==> config.mk <==
export PLATFORM = sky130hd
export DESIGN_NAME = seq_detect_param
export DESIGN_NICKNAME = d
export VERILOG_FILES = /design/src/rtl/seq_detect_param.sv
export SDC_FILE = /design/constraint.sdc
export NUM_CORES = 1
export LEC_CHECK = 0
export ABC_AREA = 1
export CORE_MARGIN = 4
export CORE_UTILIZATION = 47
export DETAILED_ROUTE_END_ITERATION = 6
export MAX_ROUTING_LAYER = met4
export PLACE_DENSITY = 0.74
export RECOVER_POWER = 25
export SLEW_MARGIN = 20
export SYNTH_ARGS = -nofsm -noshare
export SYNTH_HDL_FRONTEND = slang
export SYNTH_SLANG_ARGS = --single-unit
==> constraint.sdc <==
create_clock -name clk -period 1.5 [get_ports clk]
set_clock_uncertainty 0.1 [all_clocks]
set_input_delay 0.15 -clock clk [delete_from_list [all_inputs] [get_ports clk]]
set_output_delay 0.15 -clock clk [all_outputs]
set_load 0.01 [all_outputs]
==> src/rtl/seq_detect_param.sv <==
// seq_detect_param
// Serial pattern detector for a 1-bit stream qualified by data_valid.
// The PAT_W-bit pattern can be reloaded at run time. Detection can be
// overlapping or non-overlapping. A registered one-cycle flag marks each
// match, and a saturating counter tallies the matches.
module seq_detect_param #(
   parameter int                 PAT_W    = 5,
   parameter logic [PAT_W-1:0]   PAT_INIT = 5'b10111,
   parameter int                 CNT_W    = 8
) (
   input  logic               clk,
   input  logic               rst,
   input  logic               data_valid,
   input  logic               data,
   input  logic               overlap,
   input  logic               pat_load,
   input  logic [PAT_W-1:0]   pat_in,
   input  logic               cnt_clr,
   output logic               flag,
   output logic [CNT_W-1:0]   match_cnt,
   output logic               armed
);

   localparam int                FILL_W    = $clog2(PAT_W);
   localparam logic [FILL_W-1:0] FILL_LAST = FILL_W'(PAT_W - 1);

   // One-hot style encoding leaves 2'b00 and 2'b11 unused; both recover to FILL.
   typedef enum logic [1:0] {
      FILL = 2'b01,
      HUNT = 2'b10
   } state_t;

   state_t              state_q, state_d;
   logic [PAT_W-1:0]    pat_q,   pat_d;
   logic [PAT_W-1:0]    hist_q,  hist_d;
   logic [FILL_W-1:0]   fill_q,  fill_d;
   logic                flag_q,  flag_d;
   logic [CNT_W-1:0]    cnt_q,   cnt_d;
   logic [PAT_W-1:0]    window;
   logic                hit;

   // The newest PAT_W bits once the current bit is appended.
   assign window = {hist_q[PAT_W-2:0], data};

   // Next-state, pattern, history, flag and counter logic.
   always_comb begin
      // NOTE: every output of this block gets a default first, so no path can infer a latch.
      state_d = state_q;
      pat_d   = pat_q;
      hist_d  = hist_q;
      fill_d  = fill_q;
      hit     = 1'b0;

      if (pat_load) begin
         // A new pattern restarts the fill. Any data bit on this edge is dropped.
         pat_d   = pat_in;
         fill_d  = '0;
         state_d = FILL;
      end else begin
         unique case (state_q)
            FILL: begin
               if (data_valid) begin
                  hist_d = window;
                  fill_d = fill_q + FILL_W'(1);
                  if (fill_d == FILL_LAST) state_d = HUNT;
               end
            end
            HUNT: begin
               if (data_valid) begin
                  hist_d = window;
                  if (window == pat_q) begin
                     hit = 1'b1;
                     if (!overlap) begin
                        // A non-overlapping match needs PAT_W fresh bits for the next hit.
                        fill_d  = '0;
                        state_d = FILL;
                     end
                  end
               end
            end
            default: begin
               fill_d  = '0;
               state_d = FILL;
            end
         endcase
      end

      flag_d = hit;

      // A clear takes priority, but a match on the same edge still counts once.
      cnt_d = cnt_q;
      if (cnt_clr)                  cnt_d = hit ? CNT_W'(1) : '0;
      else if (hit && cnt_q != '1)  cnt_d = cnt_q + CNT_W'(1);
   end

   // State and datapath registers with asynchronous active-low reset.
   always_ff @(posedge clk or negedge rst) begin
      if (!rst) begin
         state_q <= FILL;
         pat_q   <= PAT_INIT;
         hist_q  <= '0;
         fill_q  <= '0;
         flag_q  <= 1'b0;
         cnt_q   <= '0;
      end else begin
         // NOTE: non-blocking assignments so every register samples pre-edge values.
         state_q <= state_d;
         pat_q   <= pat_d;
         hist_q  <= hist_d;
         fill_q  <= fill_d;
         flag_q  <= flag_d;
         cnt_q   <= cnt_d;
      end
   end

   assign flag      = flag_q;
   assign match_cnt = cnt_q;
   assign armed     = (state_q == HUNT);

endmodule
# After elaboration in Yosys (flattened, before gate mapping)
# Index checks and enable logic that the tools add are counted.
# totals
regBits	23
input_bits	12
out_inout_bits	10
# classes
n_addsub	2
n_eq_ne	10
mux	20
bitwise_logic	1
n_reduce_logical	6
# ops
op	n
2-to-1 mux 8 bit	2
2-to-1 mux 3 bit	5
2-to-1 mux 2 bit	6
inequality test 3 bit (second input constant)	4
adder 8 x 1 -> 8 bit (second input constant)	1
inequality test 8 bit (second input constant)	1
case mux 3 bit (2 select lines)	1
== test 5 bit	1
2-to-1 mux 1 bit	5
AND reduction 5 bit	1
case mux 2 bit (2 select lines)	1
AND reduction 4 bit	1
adder 3 x 1 -> 3 bit (second input constant)	1
== test 3 bit (second input constant)	1
inequality test 3 x 2 -> 1 bit (second input constant)	1
AND reduction 3 bit	1
== test 2 x 1 -> 1 bit (second input constant)	1
== test 2 bit (second input constant)	1
nonzero test 2 bit	1
OR reduction 2 bit	1
logical AND 1 bit	1
NOT 1 bit	1

# Depth between registers and ports, before layout
# Gate-level depths: netlist of run 1.
# logic_depth
word_depth	8
depth_mapped	10
ltp_nobuf	10

# Least setup slack after synthesis of run 1
# No wires, ideal clock.
# synth_timing
path_type	flip-flop to flip-flop
startpoint	register cnt_q[0], in the netlist match_cnt[0]
endpoint	register cnt_q[0], in the netlist match_cnt[0]
arrival_ns	1.312
t_required_ns	1.279
setup_slack_ns	-0.033
stages_incl_launch_ff	9
period_less_slack_ns	1.533
path_cell_list	dfrtp_1 -> ha_1 -> nand2_1 -> inv_1 -> nand2_1 -> nor2_2 -> nand3_4 -> o211ai_1 -> nand2_1
# synth_between
elab_chain_cells	3
word_cells_on_any_way	6
cone_classes	add/sub: 1; eq/ne: 1; mux: 2; reduce/logical: 2
# synth_lines
item	line_no	text
from (decl)	38	logic [CNT_W-1:0] cnt_q, cnt_d;
from (signal assigned)	112	cnt_q <= cnt_d;
adder 8 x 1 -> 8 bit / inequality test 8 bit (equally long branches)	93	else if (hit && cnt_q != '1) cnt_d = cnt_q + CNT_W'(1);
2-to-1 mux 8 bit / logical AND 1 bit (equally long branches)	93	
2-to-1 mux 8 bit / nonzero test 2 bit (equally long branches)	-	
# Parallel ways exist; a longest one is shown, timed or not. The select of a mux whose other input is x is not followed.
# A chain may end at the register's enable or synchronous reset.

# Worst setup path after layout of run 1
# layout_timing
startpoint	register state_q[0]
endpoint	register cnt_q[0], in the netlist match_cnt[0]
# layout_between
elab_chain_cells	5
word_cells_on_any_way	7
cone_classes	eq/ne: 1; mux: 4; reduce/logical: 2
# layout_lines
item	line_no	text
from (decl)	33	state_t state_q, state_d;
from (signal assigned)	107	state_q <= state_d;
== test 2 bit *	60	unique case (state_q)
2-to-1 mux 1 bit *	60	
2-to-1 mux 1 bit *	54	if (pat_load) begin
net flag_d	37	logic flag_q, flag_d;
2-to-1 mux 1 bit / logical AND 1 bit (equally long branches)	92, 93	
2-to-1 mux 8 bit / nonzero test 2 bit (equally long branches)	-	
# The timed path passes the listed nets; every way through them passes the cells marked *.

==> results.py, run 1 <==
metrics = {
    "outcome": {
        "status": "finished, violations left",
        "violations": "setup timing",
    },
    "worst_setup_path": {
        "worstSetupPathType": "reg2reg",
        "r2r_slack_ps": -80,
        "max_stage_delay_ps": 570,
        "crit_path_end_kind": "flip-flop",
        "cp_max_fo": 4,
        "r2r_end": "match_cnt[0]",
        "worstSetupEndpoint": "match_cnt[0]",
        "start_kind": "flip-flop",
        "reg2reg_depth": 9,
        "path_common_cell": "inv_2",
        "cp.arrival_ps": 1700,
        "critPathSlowestCell": "dfstp_2",
        "critPathLaunch": "state_q[0]",
        "r2r-start": "state_q[0]",
        "crit_chain": "inv_2 > ha_4 > inv_2 > nor3_2 > inv_1 > nor2_8 > buf_6 > o211ai_1 > nand2_1",
        "crit_required_ps": 1620,
    },
    "die": {
        "initial_utilization_pct": 49.0,
        "die_h_um": 61.6,
        "dieArea_um2": 3790,
        "ios": 22,
        "core-area_um2": 2760,
        "fp.dieW_um": 61.6,
        "rows": 19,
    },
    "synthesis": {
        "synth-edff-count": 0,
        "synth_cell_type_count": 26,
        "synthArstFlopShare_pct": 100,
        "netlist_area_um2": 1350,
        "syn_nets": 180,
        "ys_seq_elements": 23,
        "yosysWarnings": 0,
        "synth_ff_type": "dfrtp_1",
        "avgSynthCellArea_um2": 8.28,
        "synthCells": 163,
        "yosysSeqAreaShare_pct": 43.1,
    },
    "grt": {
        "gr-total-overflow": 0,
        "grt_pass1_wl_mm": 5.62,
        "antenna_found_initial": 0,
        "grtUsageTotal_pct": 20.9,
        "grt_pass1_vias": 1299,
        "grt_max_degree": 24,
    },
    "drt": {
        "ant_nets": 0,
        "viasPerCell": 5.10,
        "vias": 1254,
        "drt_iter0_drc": 62,
        "drc": 0,
        "routed_wl_mm": 3.66,
        "drt_first_pass_iters": 5,
        "wire_per_inst_um": 14.9,
    },
    "clock_network": {
        "root_buffer": "clkbuf_4",
        "cts.sinks": 23,
        "clk_pin_slew_ps": 140,
        "numCtsBuffers": 3,
        "insertion_delay_ps": 320,
        "cts_buffer_depth": 2,
        "cts_tree": "done",
        "htreeDepth": 1,
        "holdBufCountCts": 0,
    },
    "place": {
        "io_buffer_count": 21,
        "pre_cts_slack_ps": -168,
        "placedCellCount": 231,
        "place.gp.congestion": 0.834,
        "dpl.hpwl_mm": 2.27,
    },
    "finish": {
        "seq_area_um2": 584,
        "utilization_pct": 72.5,
        "n_fill_cell": 214,
        "area_growth_pct": 48.1,
        "drive_gt1_share_pct": 41.9,
        "diodes": 0,
        "nets": 233,
        "multi_input_area_um2": 817,
        "fin_cells": 246,
    },
    "sta": {
        "finalSetupViolCount": 13,
        "rsz0062_at_grt": "yes",
        "hold_viol": 0,
        "fin_crit_ps": 1580,
        "drv_slew": 0,
        "slew_headroom_pct": 60.3,
        "fin_crit_sh_pct": 105,
        "fin_ws_ps": -79.5,
        "worst_pin_slew_ps": 596,
        "max_freq_ghz": 0.633,
    },
    "min_path": {
        "hp-class": "in2async",
    },
    "pwr": {
        "power_mw": 2.05,
        "ir_drop_uv": 1040,
        "p_per_area_nw_per_um2": 1030,
        "p_leak_nw": 1.09,
    },
    "run": {
        "max_cap_violations": 0,
    },
}
==> Yosys cell counts (2+ instances only) <==
library cell,n,area [µm²]
nand2_2,3,18.8
nand4_1,7,43.8
o21ai_0,8,40.0
ha_1,5,62.6
dfstp_2,5,131
xor2_1,3,26.3
nor3_1,2,10.0
inv_1,23,86.3
nand2_1,47,176
buf_2,2,10.0
nor2_1,8,30.0
nand3_1,16,80.1
nor2_2,2,12.5
dfrtp_1,18,450
nand3_4,2,35.0
nor2_4,2,22.5
==> per-stage QoR <==
stage / hold WS (ps) / setup TNS [ps] / cell area [µm²]
6_report: 240 / -652 / 2000
5_1_grt: 223 / -1790 / 2000
4_1_cts: 83.2 / -838 / 1930
3_5_place_dp: 386 / -1680 / 1740
3_3_place_gp: 381 / -1260 / 1740
2_1_floorplan: -246 / -192 / 1360
==> placed cells by master (no fill, tap or decap), types with 2 or more instances in the layout <==
cell type and instances:
buf_4 22, buf_6 6, clkbuf_4 3, clkdlybuf4s50_1 10
dfrtp_1 16, dfrtp_2 2, dfstp_2 5, dlygate4sd2_1 5
dlymetal6s2s_1 4, ha_1 3, ha_4 2, inv_1 14
inv_2 10, nand2_1 39, nand2_2 10, nand3_1 5
nand3_2 13, nand3_4 2, nand4_1 7, nor2_1 7
nor2_4 4, o21ai_0 5, o21ai_1 3, xor2_1 3
==> timing repair <==
item	in CTS	in global routing
pin swaps	18	11
cloned	0	1
setup endpoints to repair	24	22
buffers inserted	7	3
gates resized for setup	43	17
==> power by group <==
group | switching (mW) | leakage (nW) | internal, mW
registers | 0.111 | 0.293 | 0.748
logic | 0.479 | 0.780 | 0.408
clock network | 0.205 | 0.0177 | 0.100
total | 0.795 | 1.09 | 1.26
==> worst max-delay path: cells and delay by family (launching register included) <==
kind                       cells  cell delay, ps
and+or+nand+nor                3             190
DFF                            1             570
AOI/OAI and AO/OA              1              70
buffers and inverters          4             380
adders and majority gates      1             160
==> sequential cells by signal (all words and copies together), names as in the netlist <==
signal,cells
state_q,2
match_cnt,8
flag,1
pat_q,5
hist_q,4
fill_q,3
==> layout make-up <==
cell class / count / share of cell area [%]
flip-flops and latches: 23 / 29.2
clock inverters: 1 / 0.250
multi-input cells: 115 / 40.9
well taps: 31 / 1.94
repair buffers: 49 / 22.1
inverters: 24 / 4.51
clock buffers: 3 / 1.13
==> kinds of logic (layout without fill, tap and decap cells) <==
logic type | count (synthesis) | in the layout | synth area share [%]
buffers and inverters | 26 | 77 | 7.41
XOR/XNOR | 5 | 5 | 3.80
AO/OA/AOI/OAI | 10 | 10 | 4.45
flip-flops | 23 | 23 | 43.1
AND/OR/NAND/NOR | 93 | 94 | 35.8
adder cells (fa/ha/maj) | 5 | 5 | 4.63
multiplexers | 1 | 1 | 0.834
==> layer usage <==
metal,part of all wire [%],global-route usage [%],vias up,wire [µm]
met5,0,-,-,0
met4,1.9,6.36,0,71
met2,52,36.3,35,1920
met3,3.3,2.73,7,120
met1,42,25.0,580,1550
li1,-,-,632,-
==> worst min-delay path by stage <==
stage,endpoint,cells past startpoint
floorplan,fill_q[0],0
global placement,pat_q[1],2
detailed placement,pat_q[2],2
CTS,hist_q[0],2
global route,pat_q[1],3
finish,hist_q[0],2
No activity file was read; power rests on OpenSTA's default activity.
==> run 2, diff against run 1 <==
Settings changed: ABC_CLOCK_PERIOD_IN_PS set to 1500.
==> results of run 2 <==
No change in the layout: final DEF, timing and power equal those of run 1.
